$ cat src/rtl/pipe_stall_ctrl.sv
// Central stall/flush controller for the 5-stage MIPS32 pipeline: merges decode hazards
// and multi-cycle EX ops into one stall vector, with redirect, watchdog and stall counter.
module pipe_stall_ctrl #(
  parameter int MC_CNT_W  = 6,
  parameter int MAX_STALL = 255,
  parameter int PERF_W    = 32
) (
  input  logic                clk,
  input  logic                rst,
  input  logic                stallreq_id,
  input  logic                ex_mc_start,
  input  logic [MC_CNT_W-1:0] ex_mc_cycles,
  input  logic                flush_req,
  input  logic [31:0]         flush_pc,
  output logic [5:0]          stall,
  output logic                flush,
  output logic [31:0]         new_pc,
  output logic                ex_mc_busy,
  output logic                ex_mc_last,
  output logic                stall_timeout,
  output logic [PERF_W-1:0]   stall_cycles
);

  localparam int WD_W = (MAX_STALL < 2) ? 1 : $clog2(MAX_STALL + 1);
  localparam logic [WD_W-1:0] WD_MAX = WD_W'(MAX_STALL);
  localparam logic [MC_CNT_W-1:0] MC_ONE = MC_CNT_W'(1);

  typedef enum logic {IDLE, MC_BUSY} state_t;

  state_t              state, state_nx;
  logic [MC_CNT_W-1:0] mc_cnt, mc_cnt_nx, mc_len;
  logic [WD_W-1:0]     wd_cnt;
  logic                stalled;

  assign mc_len  = (ex_mc_cycles == '0) ? MC_ONE : ex_mc_cycles;
  assign stalled = |stall;

  // Outputs are forced low while reset is held, even though reset is asynchronous.
  always_comb begin
    state_nx   = state;
    mc_cnt_nx  = mc_cnt;
    stall      = 6'b000000;
    flush      = 1'b0;
    new_pc     = 32'h0;
    ex_mc_busy = 1'b0;
    ex_mc_last = 1'b0;
    if (rst) begin
      ex_mc_busy = (state == MC_BUSY);
      if (flush_req) begin
        flush     = 1'b1;
        new_pc    = flush_pc;
        state_nx  = IDLE;
        mc_cnt_nx = '0;
      end else if (state == MC_BUSY) begin
        stall      = 6'b001111;
        ex_mc_last = (mc_cnt == MC_ONE);
        mc_cnt_nx  = mc_cnt - MC_ONE;
        if (mc_cnt == MC_ONE) state_nx = IDLE;
      end else if (ex_mc_start) begin
        stall = 6'b001111;
        if (mc_len == MC_ONE) begin
          ex_mc_last = 1'b1;
        end else begin
          state_nx  = MC_BUSY;
          mc_cnt_nx = mc_len - MC_ONE;
        end
      end else if (stallreq_id) begin
        stall = 6'b000111;
      end
    end
  end

  always_ff @(posedge clk or negedge rst) begin
    if (!rst) begin
      state  <= IDLE;
      mc_cnt <= '0;
    end else begin
      state  <= state_nx;
      mc_cnt <= mc_cnt_nx;
    end
  end

  // Watchdog counts consecutive stalled cycles; the timeout flag is sticky until reset.
  always_ff @(posedge clk or negedge rst) begin
    if (!rst) begin
      wd_cnt        <= '0;
      stall_timeout <= 1'b0;
    end else if (stalled) begin
      if (wd_cnt != WD_MAX) wd_cnt <= wd_cnt + WD_W'(1);
      if (wd_cnt >= WD_MAX - WD_W'(1)) stall_timeout <= 1'b1;
    end else begin
      wd_cnt <= '0;
    end
  end

  always_ff @(posedge clk or negedge rst) begin
    if (!rst) begin
      stall_cycles <= '0;
    end else if (stalled && (stall_cycles != '1)) begin
      stall_cycles <= stall_cycles + PERF_W'(1);
    end
  end

endmodule

$ cat config.mk
export PLATFORM = sky130hd
export DESIGN_NAME = pipe_stall_ctrl
export DESIGN_NICKNAME = d
export VERILOG_FILES = /design/src/rtl/pipe_stall_ctrl.sv
export SDC_FILE = /design/constraint.sdc
export NUM_CORES = 1
export LEC_CHECK = 0
export CAP_MARGIN = 20
export CORE_MARGIN = 5
export CORE_UTILIZATION = 47
export CTS_CLUSTER_DIAMETER = 150
export DETAILED_ROUTE_END_ITERATION = 7
export PLACE_DENSITY = 0.89
export SYNTH_ARGS = -nofsm -noshare
export SYNTH_HDL_FRONTEND = slang
export SYNTH_SLANG_ARGS = --single-unit
$ cat constraint.sdc
create_clock -name clk -period 5.9 [get_ports clk]
set_clock_uncertainty 0.1 [all_clocks]
set_input_delay 0.885 -clock clk [delete_from_list [all_inputs] [get_ports clk]]
set_output_delay 0.885 -clock clk [all_outputs]
set_load 0.02 [all_outputs]
==> summary.md <==
| Metric | Value |
|---|---|
| Status | `completed` |
| Tightest Pin Transition | `0.873 ns` |
| Total negative slack | `0 ns` |
| Worst-Skew Late Latency | `0.30 ns` |
| Final setup violation count | `0` |
| # rows | `28` |
| GRT overflow | `0` |
| DRC | `0` |
| Mapped Cells | `302` |
| Post-cts resize count | `0` |
| Synth warn | `0` |
| Top_reg_cell synth | `dfrtp_1` |
| Crit path to | `stall[2]` |
| CTS tree | `built` |
| Cell breakdown of the critical path | `clkdlybuf4s50_1 -> nor2b_1 -> nand2_2 -> clkinv_1 -> clkdlybuf4s50_1` |
| Wirelength per Cell | `15.9 um` |
| Worst slew margin | `0.416` |
| Worst R2R Setup Slack | `3.47 ns` |
| Post-CTS setup buffer count | `0` |
| Gr usage total | `0.204` |
| CTS sink count | `48` |
| Core Util, Final | `0.706` |
| Final Cycle Share | `0.724` |
| Total number of vias | `2,663` |
| Max IR drop VDD | `0.149 mV` |
| Top delay family on crit path | `buffers and inverters` |
| Seq/Total Area, Yosys | `0.417` |
| RSZ-0062 raised after global routing | `false` |
| Layout cells sized above 1 | `0.0580` |
| Via-per-instance ratio | `5.45` |
| Routed WL | `7.80 mm` |
| H-Tree Level Count | `2` |
| Initial antenna violation count | `0` |
| Fin nets | `463` |
| Antenna cells | `0` |
| Vias in the first global route | `2,547` |
| Synthesis-to-finish area growth | `45.3%` |
| Worst path most repeated cell | `clkdlybuf4s50_1` |
| Die width | `88.3 um` |
| Slowest CP cell | `clkdlybuf4s50_1` |
| Pleak | `0.00182 uW` |
| DRT Pass-1 Iters | `4` |
| Reg2reg start | `stall_cycles[19]` |
| Initial Util | `0.486` |
| CP Depth | `5` |
| Total core area | `5920 um^2` |
| Final ANT Viol Nets | `0` |
| Max Slew Vio Count | `0` |
| Post-DP HPWL | `5.99 mm` |
| Global-route wire length before repair | `12.6 mm` |
| Yosys reg bits | `48` |
| Most common cell after layout, fill and taps aside | `clkdlybuf4s50_1` |
| Largest net degree at the start of global routing | `48` |
| Worst path bufs/invs | `3` |
| Clock Path Buffers | `2` |
| Total die area | `7790 um^2` |
| Mapped cell area | `2880 um^2` |
| Die Ht | `88.3 um` |
| R2r worst-path depth | `5` |
| Most frequent cells in the layout | `clkdlybuf4s50_1, dfrtp_1, and3_1` |
| Max Freq | `234 MHz` |
| Hold buffers post-CTS | `0` |
| Number of enable flip-flop cells after synthesis | `0` |
| Max Cap Viol | `0` |
| Crit path launch | `flush_req` |
| Detailed Route Iter0 Violations | `109` |
| Synth cell types | `46` |
| Minimum clock period | `4.27 ns` |
| Worst EP required | `4.91 ns` |
| Port bufs | `114` |
| Critical Path AT | `3.29 ns` |
| CP startpoint kind | `primary input` |
| Worst Hold Class | `flip-flop to flip-flop` |
| Mean area per synthesized cell | `9.53 um^2` |
| Reg2reg end | `stall_cycles[1]` |
| Ports | `117` |
| Critical path endpoint category | `output pin` |
| Root buffer cell | `clkbuf_8` |
| WS Path Type | `primary input to output pin` |
| Power Dens Cells | `210 nW/um^2` |
| Crit-path max FO | `36` |
| Routability cong. | `0.867` |
| CP max stage delay | `1.04 ns` |
| TritonCTS Buffers | `5` |
| FFs w/ async S/R, synth | `1.00` |
| Final Hold Viols | `0` |
| Clock transition at the registers of the reported paths | `0.09 ns` |
==> synth_stat cells (2+ instances only) <==
cell | instances | area (um^2)
a22o_1 | 6 | 52.6
a211oi_1 | 2 | 15.0
o21ai_0 | 5 | 25.0
or3_1 | 3 | 18.8
and4_1 | 5 | 43.8
dfrtp_1 | 48 | 1200
ha_1 | 7 | 87.6
nand4_1 | 13 | 81.3
a21oi_1 | 9 | 45.0
nand4b_1 | 2 | 17.5
and4_2 | 3 | 30.0
and3_1 | 40 | 250
nor3_1 | 10 | 50.1
xnor2_1 | 29 | 254
nand3_1 | 18 | 90.1
mux2i_1 | 4 | 40.0
nor4_1 | 2 | 12.5
buf_4 | 4 | 30.0
nor2_1 | 22 | 82.6
o2111a_1 | 2 | 22.5
inv_1 | 9 | 33.8
clkbuf_1 | 7 | 26.3
a31oi_1 | 2 | 12.5
o2111ai_1 | 2 | 17.5
xor2_1 | 9 | 78.8
nand2b_1 | 2 | 12.5
and2_1 | 3 | 18.8
nand2_1 | 16 | 60.1
==> routing by layer <==
metal	GRT usage	up-vias	routed length (um)
met5	0	-	0
met4	0.0426	0	72
met1	0.266	1278	3250
met2	0.360	65	4160
li1	-	1312	-
met3	0.0317	8	315
==> where the power goes <==
| group | leakage, uW | total [uW] | internal, uW | switching [uW] |
|---|---|---|---|---|
| logic | 0.00111 | 235 | 123 | 113 |
| clock network | 0.0000645 | 258 | 150 | 108 |
| registers | 0.000649 | 386 | 354 | 32.7 |
| total | 0.00182 | 879 | 626 | 254 |
==> metrics by stage <==
stage	std cells	setup slack (ns)	total power [uW]	instance area, um^2	hold slack [ns]
after detailed placement	481	1.64	629	4060	0.390
after global placement	481	1.71	623	4060	0.376
after CTS	489	1.62	883	4180	0.409
after global routing	489	1.38	918	4180	0.421
after floorplan	303	2.89	513	2880	0.376
final	489	1.63	879	4180	0.406
==> registers in the layout, summed over array words and instances, names as in the netlist <==
signal / count
mc_cnt: 6
stall_cycles: 32
stall_timeout: 1
state: 1
wd_cnt: 8
==> cells by family (layout without fill, tap and decap cells) <==
logic type               Yosys count  in the layout  synth area share
AND/OR/NAND/NOR                  147            147             0.292
other                              1              2           0.00130
AO/OA/AOI/OAI                     33             33            0.0861
XOR/XNOR                          38             38             0.116
adder cells (fa/ha/maj)            7              7            0.0304
buffers and inverters             23            134            0.0378
flip-flops                        48             48             0.417
multiplexers                       5              5            0.0191
==> worst min-delay path by stage <==
stage / from / slack (ns) / cells past startpoint / end
5_1_grt: stall_cycles[27] / 0.42 / 1 / stall_cycles[27]
6_report: stall_cycles[27] / 0.41 / 1 / stall_cycles[27]
4_1_cts: stall_cycles[27] / 0.41 / 1 / stall_cycles[27]
3_5_place_dp: stall_timeout / 0.39 / 1 / stall_timeout
3_3_place_gp: stall_cycles[9] / 0.38 / 1 / stall_cycles[9]
2_1_floorplan: wd_cnt[4] / 0.38 / 1 / wd_cnt[4]
==> layout make-up <==
class / instances / area, um^2
Clock buffer: 7 / 96.3
Clock inverter: 1 / 30.0
Fill cell: 427 / 1740
Inverter: 10 / 37.5
Multi-Input combinational cell: 232 / 1570
Sequential cell: 48 / 1200
Tap cell: 75 / 93.8
Timing Repair Buffer: 116 / 1150
No activity file was read; power rests on OpenSTA's default activity.
